**src/rtl/rf_write_sched.sv**
```systemverilog
// +------------------------------------------------------------------------+
// | rf_write_sched: arbitrates the register-file write port between the    |
// | ALU writeback and a queued load return, with WAW squash and a          |
// | starvation-forced drain. Optional counters: RF_WRITE_SCHED_STATS_EN.   |
// | Revision: 1.0                                                          |
// +------------------------------------------------------------------------+
`default_nettype none

module rf_write_sched #(
  parameter int W          = 8,
  parameter int D          = 3,
  parameter int DEPTH      = 4,
  parameter int STARVE_LIM = 4
) (
  input  logic              clk,
  input  logic              reset,
  input  logic              alu_wr_valid,
  input  logic [D-1:0]      alu_wr_addr,
  input  logic [W-1:0]      alu_wr_data,
  input  logic              ld_wr_valid,
  input  logic [D-1:0]      ld_wr_addr,
  input  logic [W-1:0]      ld_wr_data,
  output logic              ld_wr_ready,
  output logic              rf_we,
  output logic [D-1:0]      rf_waddr,
  output logic [W-1:0]      rf_wdata,
  output logic              stall,
  output logic [(1<<D)-1:0] pending_mask,
  output logic              err,
  output logic [15:0]       stat_alu,
  output logic [15:0]       stat_ld,
  output logic [15:0]       stat_sq
);

  localparam int AW = $clog2(DEPTH);
  localparam int CW = AW + 1;
  localparam int SW = $clog2(STARVE_LIM + 1);

  typedef enum logic [0:0] {ST_NORMAL = 1'b0, ST_FORCE = 1'b1} state_t;

  state_t          state_q, state_d;
  logic [SW-1:0]   starve_q, starve_d;
  logic [AW-1:0]   wr_ptr_q, wr_ptr_d, rd_ptr_q, rd_ptr_d;
  logic [CW-1:0]   count_q, count_d;
  logic [D-1:0]    addr_mem_q [DEPTH];
  logic [D-1:0]    addr_mem_d [DEPTH];
  logic [W-1:0]    data_mem_q [DEPTH];
  logic [W-1:0]    data_mem_d [DEPTH];
  logic [DEPTH-1:0] live_q, live_d;
  logic            rf_we_q, rf_we_d;
  logic [D-1:0]    rf_waddr_q, rf_waddr_d;
  logic [W-1:0]    rf_wdata_q, rf_wdata_d;
  logic            err_q, err_d;

  logic            non_empty, push, pop, grant_alu, head_live;
  logic [DEPTH-1:0] squash_mask;

  assign non_empty   = (count_q != '0);
  assign ld_wr_ready = (count_q < CW'(DEPTH));
  assign push        = ld_wr_valid && ld_wr_ready;
  assign grant_alu   = (state_q == ST_NORMAL) && alu_wr_valid;
  assign pop         = non_empty && ((state_q == ST_FORCE) || !alu_wr_valid);
  assign head_live   = live_q[rd_ptr_q];

  // live doubles as occupancy: a slot is cleared on pop as well as on squash
  always_comb begin
    squash_mask  = '0;
    pending_mask = '0;
    for (int i = 0; i < DEPTH; i++) begin
      squash_mask[i] = grant_alu && live_q[i] && (addr_mem_q[i] == alu_wr_addr);
      if (live_q[i]) pending_mask[addr_mem_q[i]] = 1'b1;
    end
  end

  always_comb begin
    state_d    = state_q;
    starve_d   = starve_q;
    wr_ptr_d   = wr_ptr_q;
    rd_ptr_d   = rd_ptr_q;
    count_d    = count_q;
    addr_mem_d = addr_mem_q;
    data_mem_d = data_mem_q;
    live_d     = live_q & ~squash_mask;
    rf_we_d    = 1'b0;
    rf_waddr_d = rf_waddr_q;
    rf_wdata_d = rf_wdata_q;
    err_d      = err_q | ((state_q == ST_FORCE) && alu_wr_valid);

    if (pop) begin
      live_d[rd_ptr_q] = 1'b0;
      rd_ptr_d         = rd_ptr_q + AW'(1);
    end
    // the enqueued load is younger than the ALU write, so it is set after the squash
    if (push) begin
      addr_mem_d[wr_ptr_q] = ld_wr_addr;
      data_mem_d[wr_ptr_q] = ld_wr_data;
      live_d[wr_ptr_q]     = 1'b1;
      wr_ptr_d             = wr_ptr_q + AW'(1);
    end
    case ({push, pop})
      2'b10:   count_d = count_q + CW'(1);
      2'b01:   count_d = count_q - CW'(1);
      default: count_d = count_q;
    endcase

    if (grant_alu) begin
      rf_we_d    = 1'b1;
      rf_waddr_d = alu_wr_addr;
      rf_wdata_d = alu_wr_data;
    end else if (pop && head_live) begin
      rf_we_d    = 1'b1;
      rf_waddr_d = addr_mem_q[rd_ptr_q];
      rf_wdata_d = data_mem_q[rd_ptr_q];
    end

    if (!non_empty || pop)  starve_d = '0;
    else if (grant_alu)     starve_d = starve_q + SW'(1);

    if (state_q == ST_FORCE)                 state_d = ST_NORMAL;
    else if (starve_d == SW'(STARVE_LIM))    state_d = ST_FORCE;
  end

  always_ff @(posedge clk or posedge reset) begin
    if (reset) begin
      state_q    <= ST_NORMAL;
      starve_q   <= '0;
      wr_ptr_q   <= '0;
      rd_ptr_q   <= '0;
      count_q    <= '0;
      live_q     <= '0;
      rf_we_q    <= 1'b0;
      rf_waddr_q <= '0;
      rf_wdata_q <= '0;
      err_q      <= 1'b0;
      for (int i = 0; i < DEPTH; i++) begin
        addr_mem_q[i] <= '0;
        data_mem_q[i] <= '0;
      end
    end else begin
      state_q    <= state_d;
      starve_q   <= starve_d;
      wr_ptr_q   <= wr_ptr_d;
      rd_ptr_q   <= rd_ptr_d;
      count_q    <= count_d;
      live_q     <= live_d;
      rf_we_q    <= rf_we_d;
      rf_waddr_q <= rf_waddr_d;
      rf_wdata_q <= rf_wdata_d;
      err_q      <= err_d;
      addr_mem_q <= addr_mem_d;
      data_mem_q <= data_mem_d;
    end
  end

  assign rf_we    = rf_we_q;
  assign rf_waddr = rf_waddr_q;
  assign rf_wdata = rf_wdata_q;
  assign stall    = (state_q == ST_FORCE);
  assign err      = err_q;

`ifdef RF_WRITE_SCHED_STATS_EN
  logic [15:0]   stat_alu_q, stat_alu_d, stat_ld_q, stat_ld_d, stat_sq_q, stat_sq_d;
  logic [CW-1:0] sq_cnt;

  function automatic logic [15:0] sat_add(input logic [15:0] a, input logic [CW-1:0] b);
    logic [16:0] s;
    s = {1'b0, a} + 17'(b);
    return s[16] ? 16'hFFFF : s[15:0];
  endfunction

  always_comb begin
    sq_cnt = '0;
    for (int i = 0; i < DEPTH; i++) sq_cnt = sq_cnt + CW'(squash_mask[i]);
    stat_alu_d = sat_add(stat_alu_q, CW'(grant_alu));
    stat_ld_d  = sat_add(stat_ld_q, CW'(pop && head_live));
    stat_sq_d  = sat_add(stat_sq_q, sq_cnt);
  end

  always_ff @(posedge clk or posedge reset) begin
    if (reset) begin
      stat_alu_q <= '0;
      stat_ld_q  <= '0;
      stat_sq_q  <= '0;
    end else begin
      stat_alu_q <= stat_alu_d;
      stat_ld_q  <= stat_ld_d;
      stat_sq_q  <= stat_sq_d;
    end
  end

  assign stat_alu = stat_alu_q;
  assign stat_ld  = stat_ld_q;
  assign stat_sq  = stat_sq_q;
`else
  assign stat_alu = '0;
  assign stat_ld  = '0;
  assign stat_sq  = '0;
`endif

endmodule

`default_nettype wire

```
**config.mk**
```make
export PLATFORM = sky130hd
export DESIGN_NAME = rf_write_sched
export DESIGN_NICKNAME = d
export VERILOG_FILES = /design/src/rtl/rf_write_sched.sv
export SDC_FILE = /design/constraint.sdc
export NUM_CORES = 1
export LEC_CHECK = 0
export CORE_MARGIN = 5
export CORE_UTILIZATION = 50
export DETAILED_ROUTE_END_ITERATION = 16
export PLACE_DENSITY = 0.8
export RECOVER_POWER = 50
export SLEW_MARGIN = 0
export SYNTH_ARGS = -nofsm -noshare
export SYNTH_HDL_FRONTEND = slang
export SYNTH_SLANG_ARGS = --single-unit
```
**constraint.sdc**
```tcl
create_clock -name clk -period 3.3 [get_ports clk]
set_input_delay 0.66 -clock clk [delete_from_list [all_inputs] [get_ports clk]]
set_output_delay 0.66 -clock clk [all_outputs]
set_load 0.05 [all_outputs]
```
# Word-level counts from Yosys, hierarchy flattened
# Index checks and enable logic that the tools add are counted.
[totals]
out_inout_bits = 71
latch_bits = 0
ramBits = 0
mem_count = 0
inputBits = 26
regBits = 72
wordCells = 128
rom_bits = 0
[classes]
reduce_logical = 27
n_mul = 0
n_mux = 43
n_eq_ne = 7
div_mod_pow = 0
n_bitwise = 12
addsub = 5
shift = 0
n_lt_le_gt_ge = 16
[op_table]
columns = ["operator", "n"]
rows = [
  ["$mux W8", 9],
  ["$bwmux W32", 1],
  ["$or A8 B8 Y8", 3],
  ["$mux W3", 7],
  ["$logic_and A1 B1 Y1", 20],
  ["$bmux W8 S2", 1],
  ["$demux W8 S2", 1],
  ["$lt A3 B4 Y1 const B", 4],
  ["$bwmux W12", 1],
  ["$demux W1 S3", 4],
  ["$eq A3 B3 Y1", 4],
  ["$ge A3 B1 Y1 const B", 4],
  ["$mux W1", 11],
  ["$and A4 B4 Y4", 2],
  ["$mux W4", 2],
  ["$not A4 Y4", 2],
  ["$add A3 B1 Y3 const B", 2],
  ["$bmux W3 S2", 1],
  ["$demux W3 S2", 1],
  ["$ge A3 B3 Y1 const B", 2],
  ["$lt A2 B3 Y1 const B", 2],
  ["$not A2 Y3", 2],
  ["$pmux W3 S2", 1],
  ["$add A2 B1 Y2 const B", 2],
  ["other kinds (16)", 21],
]

# Depth between registers and ports, before layout
[logic_depth]
ltp_word = 11
ltp_mapped = 9
mapped_depth_nobuf = 8

# Worst setup path after synthesis
# OpenSTA, ideal clock, no wires.
[synth_path]
kind = "reg-to-output"
start = "reg addr_mem_q[3] (netlist bit)"
end = "out pending_mask[4]"
required_time_ns = 2.640
t_arrival_ns = 1.497
path_stages_with_launch = 4
setup_slack_ns = 1.143
path_buffers = 1
cell_sequence = "dfrtp_1 > clkbuf_1 > nand2b_1 > o221ai_1"
[synth_via]
elab_chain_cells = 8
word_cells_on_any_way = 9
cone_classes = "order compare (2); mux (4); bitwise (2); reduce/logical (1)"
[synth_lines]
columns = ["item", "line_no", "rtl"]
rows = [
  ["start: declaration", "45", "logic [D-1:0] addr_mem_q [DEPTH];"],
  ["start signal: assignment", "150", "addr_mem_q <= addr_mem_d;"],
  ["$lt A3 B4 Y1 (not written as such) / $ge A3 B1 Y1 (equally long branches)", "71", "if (live_q[i]) pending_mask[addr_mem_q[i]] = 1'b1;"],
  ["$logic_and A1 B1 Y1 (not written as such)", "71", ""],
  ["$mux W1 (not written as such)", "71", ""],
  ["$demux W1 S3 (*)", "71", ""],
  ["$or A8 B8 Y8 (no source line) (*)", "n/a", ""],
  ["$mux W8 (*)", "71", ""],
  ["$or A8 B8 Y8 (no source line)", "n/a", ""],
  ["$mux W8 (*)", "71", ""],
  ["end: declaration", "28", "output logic [(1<<D)-1:0] pending_mask,"],
]
# Every way passes the cells marked *; elsewhere a longest branch is shown, timed or not.

# Worst setup path in the final report
[layout_path]
start = "reg addr_mem_q[10] (netlist bit)"
end = "out pending_mask[1]"
[layout_via]
elab_chain_cells = 11
word_cells_on_any_way = 12
cone_classes = "order compare (2); mux (6); bitwise (3); reduce/logical (1)"
[layout_lines]
columns = ["item", "line_no"]
rows = [
  ["$lt A3 B4 Y1 (not written as such) / $ge A3 B1 Y1 (equally long branches)", "71"],
  ["$logic_and A1 B1 Y1 (not written as such)", "71"],
  ["$mux W1 (not written as such)", "71"],
  ["$demux W1 S3 (*)", "71"],
  ["$mux W8 (*)", "71"],
  ["$or A8 B8 Y8 (no source line)", "n/a"],
  ["$mux W8 (*)", "71"],
  ["$or A8 B8 Y8 (no source line)", "n/a"],
  ["$mux W8 (*)", "71"],
  ["$or A8 B8 Y8 (no source line)", "n/a"],
  ["$mux W8 (*)", "71"],
]
# Marks and branches as above.

==> run_results.csv <==
group,metric,value,unit
status,status,"finished, violations left",
status,violations,"capacitance limit, slew limit",
yosys,synth_compound_area_share,9.23,%
cells_and_area,nets,434,
yosys,yosys.cell_count.top_type,"dfrtp_1",
setup_path,required,2.64,ns
yosys,synth_area_leader_cell,"dfrtp_1",
setup_path,cp_slowest_stage_delay,0.85,ns
cells_and_area,multiInputGateArea,0.00199,sq mm
yosys,muxShareOfSynthArea,18.9,%
drt,vias_per_cell,5.42,
cells_and_area,post_route_cells_drive_above_1_share,17.2,%
clocking,clk_latency,0.35,ns
sta,max_freq,342,MHz
yosys,ys_types,42,
floorplan,ios,97,
clocking,cts_resized,0,
hold_path,worstHoldPathCells,1,
drt,vias,2740,
clocking,ctsRootBufferMaster,"clkbuf_8",
yosys,synthSimpleGateAreaFrac,8.41,%
sta,slew_viol_final,73,
pwr,internal_power,0.00297,W
cells_and_area,seqCellArea,0.00180,sq mm
yosys,synth_warnings,0,
setup_path,timing.rr.end,"count_q[2]",
clocking,htreeDepth,3,
yosys,ys_async_sr_fraction,100,%
global_route,grt_pass1_wl,14300,um
global_route,grt_overflow_total,0,
floorplan,die_w,101,um
cells_and_area,fill_cells,648,
yosys,syn_inst,361,
yosys,synth_top_family_by_area,"multiplexers",
cells_and_area,diodes,0,
yosys,synth_ff_type,"dfrtp_1",
yosys,synthesis.area,0.00414,sq mm
setup_path,path_cells,"nor2b_1, a32oi_1, o221ai_1, clkdlybuf4s50_1",
pwr,p_sw,0.00211,W
global_route,grt_antenna_before_repair,0,
setup_path,crit_type,"flop to primary output",
yosys,ys_ff_latch,72,
clocking,cts_setup_buffers,0,
place,dp.final_hpwl,6100,um
sta,rsz0062_at_grt,"no",
drt,finalWirelength,8620,um
setup_path,arrival,2.27,ns
cells_and_area,area_delta_synth_final,14.3,%
drt,wl_met3,815,um
setup_path,critPathMaxFanout,8,
floorplan,fp.coreArea,0.00813,sq mm
pwr,seq_power_share,33.6,%
floorplan,placementRows,33,
drt,first_pass_iters,4,
sta,fin_crit_sh,88.7,%
hold_path,hold_path.class,"flop to flop",
sta,clock_skew,0.00693,ns
run,maxCapViolations,1,
clocking,postCtsHoldBufs,0,
sta,hold_viol_final,0,
setup_path,slowest_stage,"clkdlybuf4s50_1",
setup_path,r2r-start,"count_q[0]",
setup_path,critPathLaunchType,"flop",
place,dpl-instance-area,0.00448,sq mm
yosys,synth-edff-count,0,
yosys,synthXorXnorAreaFrac,3.81,%
global_route,grt_pass1_vias,2747,
yosys,syn_area_per_cell,11.5,sq um
place,gp_congestion,0.862,
clocking,clkSinkCount,72,
floorplan,start_util,50.8,%
setup_path,cp_top_family,"buffers and inverters",
clocking,clockBufferDepth,2,
pwr,p_clk_share,17.6,%
setup_path,timing.critical_path.to_type,"primary output",
pwr,power_density,1070,mW/mm^2
pwr,p_leak,2.13,nW
drt,wl_per_cell,17.0,um
drt,drt_iter0_markers,232,
drt,met2_length,4160,um
yosys,synthAdderAreaFrac,3.51,%
yosys,synth_top_area_share,43.6,%
hold_path,min_to,"starve_q[0]",
drt,top_layer,"met4",
floorplan,die_h,101,um
drt,wl_met1,3580,um
drt,drc_errors,0,
pwr,switching_share,41.5,%
drt,ant_nets,0,
global_route,grt.total_usage,17.9,%
global_route,grt_max_degree,73,
pwr,p_comb_share,48.8,%
hold_path,holdCritStartpoint,"starve_q[0]",
floorplan,die_area,0.0102,sq mm
setup_path,ff2ff_setup_slack,0.41,ns
clocking,cts_tree,"yes",
sta,setup_viol_count_final,0,
setup_path,path_buf_inv,1,
sta,fin_setup_tns,0,ns
clocking,clk_pin_slew,0.07,ns
yosys,ys_seq_area_share,43.6,%
sta,relSlewSlack,-15.6,%
sta,worstMarginPinSlew,1.73,ns
yosys,synth_common_cells,"dfrtp_1, buf_4, mux2_2, nor2_1",
pwr,peakVddDrop,0.403,mV
place,numPortBuffers,48,
clocking,cts-buffers-inserted,9,
setup_path,ff2ff_path_depth,9,
cells_and_area,design_area,0.00473,sq mm
yosys,synth_area_leaders,"dfrtp_1, mux2_2, buf_4, mux4_2, ha_1",
sta,fin_crit,2.93,ns
[layer usage]
| layer | vias to the layer above | GRT usage (%) |
|---|---|---|
| met1 | 1359 | 24.3 |
| met3 | 9 | 5.33 |
| li1 | 1247 | - |
| met4 | 0 | 5.11 |
| met5 | - | 0 |
| met2 | 125 | 27.9 |
[layout by cell type, fill, tap and decap left out, drive strengths merged, types with 2 or more instances in the layout]
master         count
a21bo             11
a31oi             12
a32oi              4
and2               2
and3               5
buf                2
bufinv             4
clkbuf            11
clkdlybuf4s50     45
clkinv             2
conb              48
dfrtp             72
dlygate4sd3        3
ha                10
inv               10
mux2              44
mux4              12
nand2             13
nand2b             7
nand3             14
nor2              16
nor2b              7
o21ai              6
o221ai             5
o41ai              4
xnor2              5
xor2              13
[worst max-delay path by stage]
stage | endpoint | from | cells after the start
after floorplan | addr_mem_q[0] | reset | 1
after global placement | addr_mem_q[8] | ld_wr_valid | 4
after detailed placement | addr_mem_q[8] | ld_wr_valid | 4
after CTS | pending_mask[0] | addr_mem_q[4] | 4
after global routing | count_q[2] | count_q[0] | 9
final | pending_mask[1] | addr_mem_q[10] | 4
[worst reg2reg max path, stage by stage (launching register included)]
cell	delay, ns
dfrtp_1	0.39
or3_1	0.12
clkbuf_1	0.85
and2_1	0.36
ha_1	0.23
inv_1	0.06
fa_1	0.37
xor2_1	0.16
nor2_1	0.14
xnor2_1	0.14
[area by class of cell]
cell class / count / area share, %
Clock buffer: 9 / 2.62
Clock inverter: 6 / 2.81
Inverter: 11 / 0.873
Multi-Input combinational cell: 251 / 42.1
Sequential cell: 72 / 38.1
Tap cell: 105 / 2.78
Timing Repair Buffer: 52 / 10.7
[kinds of logic (layout without fill, tap and decap cells)]
logic type                 count (synthesis)  in the layout
buffers and inverters                     85             78
muxes                                     57             57
AOI/OAI and AO/OA                         48             48
and+or+nand+nor                           69             69
DFF                                       72             72
adders and majority gates                 11             11
other                                      1             48
xor gates and xnor gates                  18             18
[metrics by stage]
| stage | util (%) | setup slack [ns] | power (W) | hold WS (ns) | std cells |
|---|---|---|---|---|---|
| 6_report | 58.1 | 0.372 | 0.00508 | 0.459 | 506 |
| 5_1_grt | 58.1 | 0.189 | 0.00540 | 0.486 | 506 |
| 4_1_cts | 58.2 | 0.382 | 0.00511 | 0.461 | 506 |
| 3_5_place_dp | 55.0 | 0.665 | 0.00420 | 0.451 | 491 |
| 3_3_place_gp | 55.0 | 0.738 | 0.00412 | 0.436 | 491 |
| 2_1_floorplan | - | 0.815 | 0.00359 | 0.423 | 408 |
[power by group through the flow]
stage	logic, W	registers [W]	clock network, W
6_report	0.00248	0.00171	0.000892
5_1_grt	0.00268	0.00177	0.000948
4_1_cts	0.00250	0.00170	0.000910
3_5_place_dp	0.00249	0.00172	0
3_3_place_gp	0.00243	0.00169	0
2_1_floorplan	0.00184	0.00175	0
[flip-flops by register name (all words and copies together) (netlist names)]
register,count
data_mem_q,32
addr_mem_q,12
rf_wdata,8
live_q,4
count_q,3
rf_waddr,3
starve_q,3
rd_ptr_q,2
wr_ptr_q,2
err,1
rf_we,1
stall,1
No activity file was read; power rests on OpenSTA's default activity.
